**src/rtl/shift_arb_pkg.sv**
```systemverilog
// Shared types and constants for the two-requester shift arbiter.
package shift_arb_pkg;

  localparam int DW   = 8;
  localparam int AW   = 3;
  localparam int NREQ = 2;

  typedef enum logic [1:0] {IDLE, EXEC, RESP} state_t;

  typedef struct packed {
    logic [DW-1:0] a;
    logic [AW-1:0] amt;
    logic          lr;
  } shift_req_t;

endpackage

```
**src/rtl/barrel_shifter_multi.sv**
```systemverilog
// 8-bit combinational rotating barrel shifter, log2 stages of 1/2/4 positions.
module barrel_shifter_multi
  import shift_arb_pkg::*;
(
  input  logic [DW-1:0] a_i,
  input  logic [AW-1:0] amt_i,
  input  logic          lr_i,
  output logic [DW-1:0] y_o
);

  logic [DW-1:0] stage1;
  logic [DW-1:0] stage2;

  // lr_i = 1 rotates right, 0 rotates left; a 4-position rotate is direction-agnostic
  always_comb begin
    stage1 = a_i;
    if (amt_i[0]) stage1 = lr_i ? {a_i[0], a_i[7:1]} : {a_i[6:0], a_i[7]};
    stage2 = stage1;
    if (amt_i[1]) stage2 = lr_i ? {stage1[1:0], stage1[7:2]} : {stage1[5:0], stage1[7:6]};
    y_o = stage2;
    if (amt_i[2]) y_o = {stage2[3:0], stage2[7:4]};
  end

endmodule

```
**config.mk**
```make
export PLATFORM = sky130hd
export DESIGN_NAME = barrel_shifter_multi
export DESIGN_NICKNAME = d
export VERILOG_FILES = /design/src/rtl/shift_arb_pkg.sv /design/src/rtl/barrel_shifter_multi.sv
export SDC_FILE = /design/constraint.sdc
export NUM_CORES = 1
export LEC_CHECK = 0
export BUFFER_PORTS_ARGS = -buffer_cell sky130_fd_sc_hd__buf_2
export CAP_MARGIN = 25
export CELL_PAD_IN_SITES_DETAIL_PLACEMENT = 1
export CELL_PAD_IN_SITES_GLOBAL_PLACEMENT = 1
export CORE_UTILIZATION = 43
export DETAILED_ROUTE_END_ITERATION = 6
export PLACE_DENSITY_LB_ADDON = 0.1
export SETUP_SLACK_MARGIN = 0.3
export SYNTH_ARGS = -nofsm -noshare
export SYNTH_HDL_FRONTEND = slang
export SYNTH_SLANG_ARGS = --single-unit
export TNS_END_PERCENT = 50
```
**constraint.sdc**
```tcl
create_clock -name vclk -period 3.8
set_clock_uncertainty 0.1 [all_clocks]
set_input_delay 0.76 -clock vclk [all_inputs]
set_output_delay 0.76 -clock vclk [all_outputs]
set_load 0.005 [all_outputs]
```
==> impl_metrics.csv, run 1 <==
group,metric,value,unit
floorplan,ioPinCount,20,
setup_path,max_stage_delay,500,ps
floorplan,rows,14,
timing,finalCritPeriodShare,0.797,
timing,min_period,3030,ps
power,finalPower,0.115,mW
clock_network,cts_resized,0,
setup_path,arrival,2170,ps
cells_and_area,final-seq-area,0,µm²
setup_path,crit_chain,"buf_2 -> xor2_4 -> nand2_1 -> a21o_1 -> a31oi_1 -> buf_2",
clock_network,cts_setup_buffers,0,
power,p_sw_frac,0.590,
global_route,grt_pass1_wl,3960,µm
setup_path,crit_end,"y_o[5]",
setup_path,crit_family,"buffers and inverters",
placement,io_buffers,20,
cells_and_area,area.growth.synth_to_final,5.24,%
placement,hpwlAfterDp,1600,µm
detailed_routing,vias_per_cell,6.15,
global_route,overflow,0,
cells_and_area,drive_gt1_frac,0.203,
synth,synth_cells,109,
run,drv_cap,0,
cells_and_area,n_antenna_cell,0,
global_route,grtUsageTotal,0.260,
cells_and_area,utilization,0.510,
timing,setup_viol,0,
global_route,grt_pass1_vias,827,
floorplan,die_height,44.2,µm
timing,slew_violations,0,
floorplan,die_area,1950,µm²
cells_and_area,design.seq.count,0,
synth,synth_area,764,µm²
setup_path,crit_required,2940,ps
synth,ys_seq_area_frac,0,
detailed_routing,vias,824,
min_path,hold_class,"primary input to output pin",
synth,avgSynthCellArea,7.01,µm²
timing,rsz0062_at_grt,"no",
floorplan,die_width,44.2,µm
setup_path,critPathBufInv,2,
detailed_routing,wl_per_cell,16.7,µm
timing,finalHoldViolations,0,
detailed_routing,route.detailed.drc,0,
global_route,antenna_found_initial,0,
power,peakVddDrop,0.0690,mV
floorplan,start_util,0.485,
timing,fin_setup_tns,0,ps
setup_path,cpMostUsedCell,"buf_2",
setup_path,startpoint,"amt_i[2]",
setup_path,start_kind,"primary input",
detailed_routing,first_iter_violations,13,
setup_path,critPathKind,"primary input to output pin",
power,cellLeakagePower,0.380,nW
floorplan,core_area,1580,µm²
setup_path,cp.depth,6,
detailed_routing,drtPass1Iterations,6,
synth,ys_warn_count,0,
clock_network,holdBufCountCts,0,
outcome,outcome,"complete, no violations",
power,pwr-share-clk,0,
synth,synth_nets,121,
cells_and_area,nClkBuffers,0,
power,powerDensity,142,nW/µm²
timing,worstMarginPinSlew,650,ps
setup_path,crit_fanout,26,
synth,yosysUniqueCellTypes,16,
placement,globalplace.congestion,0.770,
global_route,grt_max_degree,41,
setup_path,crit_path_top_delay_cell,"buf_2",
detailed_routing,ant_nets,0,
cells_and_area,layout.nets,132,
power,cellInternalPower,0.0470,mW
timing,relSlewSlack,0.567,
power,switchingPower,0.0676,mW
setup_path,cp-end-kind,"output pin",
detailed_routing,wl,2240,µm
timing,max_freq,330,MHz
power,power_frac_comb,1.000,
power,seqPwrFrac,0,
worst min path at each step:
stage               endpoint  depth (start not counted)  slack [ps]      from
detailed placement    y_o[6]                          3        1880  amt_i[1]
global placement      y_o[4]                          3        1880  amt_i[1]
global route          y_o[4]                          3        1940  amt_i[1]
finish                y_o[4]                          3        1880  amt_i[1]
floorplan             y_o[5]                          3        1630    a_i[3]
CTS                   y_o[4]                          3        1880  amt_i[1]
kinds of logic after synthesis:
group                  count (synthesis)  share of synthesized area
multiplexers                          24                      0.314
AO/OA/AOI/OAI                         40                      0.367
buffers and inverters                 11                      0.105
AND/OR/NAND/NOR                       32                      0.157
XOR/XNOR                               2                     0.0573
stage by stage:
stage	area [µm²]	worst slack, ps	hold slack, ps	std cells
floorplan	764	1250	1630	109
global placement	805	818	1880	134
detailed placement	805	759	1880	134
CTS	805	755	1880	134
global route	805	597	1940	134
finish	805	770	1880	134
layout make-up:
type | instances | area [µm²]
Fill cell | 224 | 772
Timing Repair Buffer | 20 | 100
Tap cell | 16 | 20.0
Multi-Input combinational cell | 98 | 684
synth_stat cells:
cell | number | area, µm²
a211oi_1 | 14 | 105
a211oi_2 | 2 | 25.0
a21o_1 | 8 | 60.1
a21oi_1 | 8 | 40.0
a31oi_1 | 8 | 50.1
buf_1 | 1 | 3.75
buf_12 | 1 | 20.0
buf_2 | 3 | 15.0
buf_4 | 1 | 7.51
buf_6 | 2 | 22.5
clkbuf_1 | 3 | 11.3
mux2i_1 | 24 | 240
nand2_1 | 24 | 90.1
nor2_1 | 8 | 30.0
xnor2_2 | 1 | 16.3
xor2_4 | 1 | 27.5
layout by cell type, fill, tap and decap left out:
| cell type | instances |
|---|---|
| a211oi_2 | 2 |
| mux2i_1 | 24 |
| a21oi_1 | 8 |
| a21o_1 | 8 |
| buf_2 | 20 |
| nand2_1 | 24 |
| nor2_1 | 8 |
| xor2_4 | 1 |
| a211oi_1 | 14 |
| xnor2_2 | 1 |
| a31oi_1 | 8 |
power groups by stage:
stage / registers [mW] / clock network (mW) / logic, mW
after global placement: 0 / 0 / 0.111
final: 0 / 0 / 0.115
after floorplan: 0 / 0 / 0.0839
after global routing: 0 / 0 / 0.128
after CTS: 0 / 0 / 0.115
after detailed placement: 0 / 0 / 0.114
layer usage:
metal  GRT usage  up-vias  wire length [µm]
li1            -      428                 -
met1       0.384      383              1140
met2       0.453       13              1060
met3           0        0                43
met4           0        0                 0
met5           0        -                 0
(Power assumes the default switching activity.)
==> run 2: changes to the inputs <==
- ABC_AREA: not set -> 1
- CORE_UTILIZATION: 43 -> 37
- clock period: 3.8 -> 3.02 ns (I/O delays scaled with it)
==> run 2 against run 1 <==
Against the previous run: the run now ends with DRC left; wire length fell by 25%; global-route usage down 5.7 points; via count is 11% lower; count of clock-buffer cells in the layout did not move; worst hold slack worse by 380 ps; power is 0.97% higher; synthesized cell count shrank 3.7%; first-iteration DRC count decreased by 46%; critical path type unchanged; largest power group unchanged.
==> impl_metrics.csv, run 2 <==
group,metric,value,unit
outcome,outcome,"complete, but fails checks",
outcome,violations,"DRC",
timing,min_period,2470,ps
power,power_frac_comb,1.000,
synth,yosysUniqueCellTypes,16,
setup_path,crit_fanout,17,
min_path,hp-start,"amt_i[2]",
floorplan,die_width,43.3,µm
synth,ys_seq_area_frac,0,
floorplan,start_util,0.405,
cells_and_area,area.growth.synth_to_final,7.92,%
placement,io_buffers,20,
timing,rsz0062_at_grt,"no",
timing,worstMarginPinSlew,402,ps
timing,finalCritPeriodShare,0.818,
synth,synth_top_cell_by_area,"nand3_1",
min_path,min_to,"y_o[2]",
global_route,grt_max_degree,18,
setup_path,cp-end-kind,"output pin",
synth,avgSynthCellArea,6.02,µm²
clock_network,cts_resized,0,
power,cellInternalPower,0.0461,mW
synth,synth_commonest_cells,"nand2_1, nand3_1, nand3_2",
global_route,overflow,0,
power,switchingPower,0.0696,mW
floorplan,die_area,1880,µm²
setup_path,critPathKind,"primary input to output pin",
power,powerDensity,170,nW/µm²
clock_network,cts_setup_buffers,0,
min_path,holdPathStages,4,
detailed_routing,wl_per_cell,12.5,µm
cells_and_area,final-instance-count-excl-fill,135,
cells_and_area,utilization,0.437,
power,seqPwrFrac,0,
timing,max_freq,405,MHz
global_route,grtUsageTotal,0.203,
cells_and_area,final-seq-area,0,µm²
synth,ys_warn_count,0,
synth,synth_nets,117,
power,peakVddDrop,0.0852,mV
cells_and_area,drive_gt1_frac,0.370,
synth,yosysMostFrequentCell,"nand2_1",
cells_and_area,mostFrequentLayoutCell,"nand2_1",
cells_and_area,nClkBuffers,0,
placement,globalplace.congestion,0.741,
timing,slew_violations,0,
clock_network,holdBufCountCts,0,
power,p_sw_frac,0.602,
floorplan,core_area,1560,µm²
timing,setup_viol,0,
floorplan,rows,14,
detailed_routing,vias,730,
setup_path,arrival,1770,ps
cells_and_area,mostFrequentLayoutCells,"nand2_1, nand3_1, buf_2",
detailed_routing,drtPass1Iterations,5,
placement,hpwlAfterDp,1390,µm
cells_and_area,n_antenna_cell,0,
synth,synth_area,632,µm²
power,cellLeakagePower,0.374,nW
floorplan,die_height,43.3,µm
cells_and_area,design.seq.count,0,
detailed_routing,route.detailed.drc,2,
setup_path,crit_required,2320,ps
placement,place_inst,135,
floorplan,ioPinCount,20,
global_route,grt_pass1_vias,704,
global_route,antenna_found_initial,0,
run,drv_cap,0,
timing,fin_setup_tns,0,ps
detailed_routing,wl,1690,µm
detailed_routing,vias_per_cell,5.41,
synth,synth_area_leaders,"nand3_1, nand2_1, nand3_2",
detailed_routing,ant_nets,0,
synth,synth_top_area_frac,0.277,
cells_and_area,layout.nets,133,
timing,relSlewSlack,0.732,
min_path,hold_class,"primary input to output pin",
setup_path,start_kind,"primary input",
detailed_routing,first_iter_violations,7,
power,pwr-share-clk,0,
synth,synth_cells,105,
global_route,grt_pass1_wl,3120,µm
timing,finalHoldViolations,0,
[run 2: changes by cell type after synthesis, sizes merged, moves of 8 or more]
cell,previous run,this run
nand3,0,48
mux2i,24,0
a211oi,16,0
nand2,24,40
a21o,8,0
a21oi,8,0
a31oi,8,0
nor2,8,0
or2,0,8
[run 2: power by group through the flow]
| stage | clock network (mW) | logic [mW] | registers, mW |
|---|---|---|---|
| finish | 0 | 0.116 | 0 |
| global route | 0 | 0.131 | 0 |
| CTS | 0 | 0.117 | 0 |
| detailed placement | 0 | 0.116 | 0 |
| global placement | 0 | 0.113 | 0 |
| floorplan | 0 | 0.0885 | 0 |
[run 2: worst max-delay path by stage]
stage	to	slack, ps	cells after the start	start
2_1_floorplan	y_o[6]	1030	9	lr_i
3_3_place_gp	y_o[3]	590	9	lr_i
3_5_place_dp	y_o[0]	540	9	lr_i
4_1_cts	y_o[0]	540	9	lr_i
5_1_grt	y_o[0]	390	9	lr_i
6_report	y_o[0]	550	9	lr_i
[run 2: metrics by stage]
stage / power, mW / hold WS, ps / worst slack [ps] / area [µm²]
after CTS: 0.117 / 1500 / 544 / 682
after global routing: 0.131 / 1550 / 392 / 682
after global placement: 0.113 / 1500 / 586 / 682
after floorplan: 0.0885 / 1380 / 1030 / 632
final: 0.116 / 1500 / 551 / 682
after detailed placement: 0.116 / 1500 / 544 / 682
[run 2: critical path, stage by stage]
cell     delay (ps)
buf_2           340
inv_6           140
nand2_1          90
nand3_1         140
nand3_2          90
nand3_1          90
nand3_1          90
nand2_1          50
buf_2           120
[run 2: layer usage]
metal	vias up	GRT usage	share of wire
li1	382	-	-
met1	341	0.296	0.50
met2	7	0.358	0.49
met3	0	0	0.0089
met4	0	0	0
met5	-	0	0
[run 2: cell families after synthesis]
group                  count (synthesis)  share of synthesized area
buffers and inverters                  9                      0.137
and+or+nand+nor                       96                      0.863
[run 2: layout make-up]
| cell class | count | area (µm²) |
|---|---|---|
| multi-input combinational | 96 | 546 |
| tap | 16 | 20.0 |
| inverter | 3 | 16.3 |
| timing repair buffer | 20 | 100 |
| fill | 225 | 877 |
==> run 3: changes to the inputs <==
- ABC_AREA: 1 -> 0
- CORE_UTILIZATION: 37 -> 36
- clock period: 3.02 -> 2 ns (I/O delays scaled with it)
==> run 3 against run 2 <==
Against the previous run: the run now ends clean; wire length rose by 61%; highest routed layer is now met4; final area is 51% higher; largest power group unchanged; die area is 23% higher; critical path type unchanged.
==> impl_metrics.csv, run 3 (synthesized netlist as in run 1, its figures left out) <==
group,metric,value,unit
setup_path,critPathBufInv,4,
floorplan,rows,16,
floorplan,start_util,0.386,
setup_path,cp-end-kind,"output pin",
clock_network,holdBufCountCts,0,
outcome,outcome,"complete, no violations",
detailed_routing,route.detailed.drc,0,
placement,globalplace.congestion,0.855,
cells_and_area,drive_gt1_frac,0.366,
run,drv_cap,0,
detailed_routing,vias_per_cell,5.79,
cells_and_area,mostFrequentLayoutCells,"nand2_1, mux2i_1, buf_2",
timing,worstMarginPinSlew,338,ps
cells_and_area,layout.nets,145,
global_route,grt_pass1_vias,875,
setup_path,start_kind,"primary input",
min_path,hold_class,"primary input to output pin",
cells_and_area,utilization,0.520,
floorplan,ioPinCount,20,
power,powerDensity,270,nW/µm²
detailed_routing,wl_per_cell,17.2,µm
detailed_routing,drtPass1Iterations,4,
floorplan,core_area,1980,µm²
timing,worst_slack,28.4,ps
power,peakVddDrop,0.116,mV
floorplan,die_width,48.1,µm
cells_and_area,mostFrequentLayoutCell,"nand2_1",
floorplan,die_height,48.1,µm
placement,place_inst,157,
setup_path,crit_chain,"buf_8 -> buf_16 -> xnor2_4 -> buf_6 -> nand2_2 -> a21o_1 -> a31oi_1 -> buf_2",
cells_and_area,final-instance-count-excl-fill,158,
timing,slew_violations,0,
setup_path,crit_fanout,8,
setup_path,crit_path_top_delay_cell,"a21o_1",
placement,hpwlAfterDp,1990,µm
timing,setup_viol,0,
placement,pre_cts_ws,-100,ps
timing,max_freq,507,MHz
global_route,grtUsageTotal,0.250,
setup_path,arrival,1470,ps
detailed_routing,wl,2720,µm
clock_network,cts_setup_buffers,0,
detailed_routing,ant_nets,0,
setup_path,crit_required,1500,ps
timing,relSlewSlack,0.775,
timing,finalHoldViolations,0,
detailed_routing,first_iter_violations,6,
setup_path,critPathKind,"primary input to output pin",
setup_path,max_stage_delay,170,ps
timing,min_period,1970,ps
global_route,antenna_found_initial,0,
timing,rsz0062_at_grt,"yes",
detailed_routing,vias,915,
cells_and_area,nClkBuffers,0,
global_route,grt_pass1_wl,4080,µm
cells_and_area,area.growth.synth_to_final,34.9,%
power,cellLeakagePower,0.463,nW
global_route,grt_max_degree,22,
global_route,overflow,0,
setup_path,crit_family,"buffers and inverters",
floorplan,die_area,2310,µm²
timing,finalCritPeriodShare,0.986,
cells_and_area,n_antenna_cell,0,
placement,io_buffers,20,
cells_and_area,design.seq.count,0,
cells_and_area,final-seq-area,0,µm²
-- run 3: area by class of cell --
cell class	count	area [µm²]
fillers	263	951
multi-input cells	98	741
repair buffers	33	256
well taps	27	33.8
-- run 3: per-layer routing --
metal	share of wire	global-route usage	up-vias
met5	0	0	-
met4	0.0051	0.0167	0
met3	0.017	0.00377	2
met2	0.54	0.486	19
met1	0.44	0.316	441
li1	-	-	453
-- run 3: worst paths after layout --
path / startpoint / endpoint / slack (ps) / cells after the start
worst max-delay path: lr_i / y_o[7] / 30 / 8
worst min-delay path: amt_i[1] / y_o[6] / 1190 / 3
-- run 3: metrics by stage --
stage / TNS, ps / hold slack [ps] / instance area, µm² / total power, mW
floorplan: 0 / 914 / 781 / 0.163
global route: -156 / 1220 / 1030 / 0.303
finish: 0 / 1190 / 1030 / 0.278
detailed placement: -398 / 1170 / 928 / 0.249
global placement: -111 / 1160 / 928 / 0.241
CTS: 0 / 1180 / 1000 / 0.271
-- run 3: where the power goes --
part | switching [mW] | total (mW) | internal, mW
registers | 0 | 0 | 0
logic | 0.150 | 0.278 | 0.128
clock network | 0 | 0 | 0
-- run 3: timing repair --
action / CTS / global route
pin swaps: 12 / 7
resized for setup: 13 / 6
hold endpoints to repair: 0 / 0
setup endpoints to repair: 8 / 8
cloned: 1 / 0
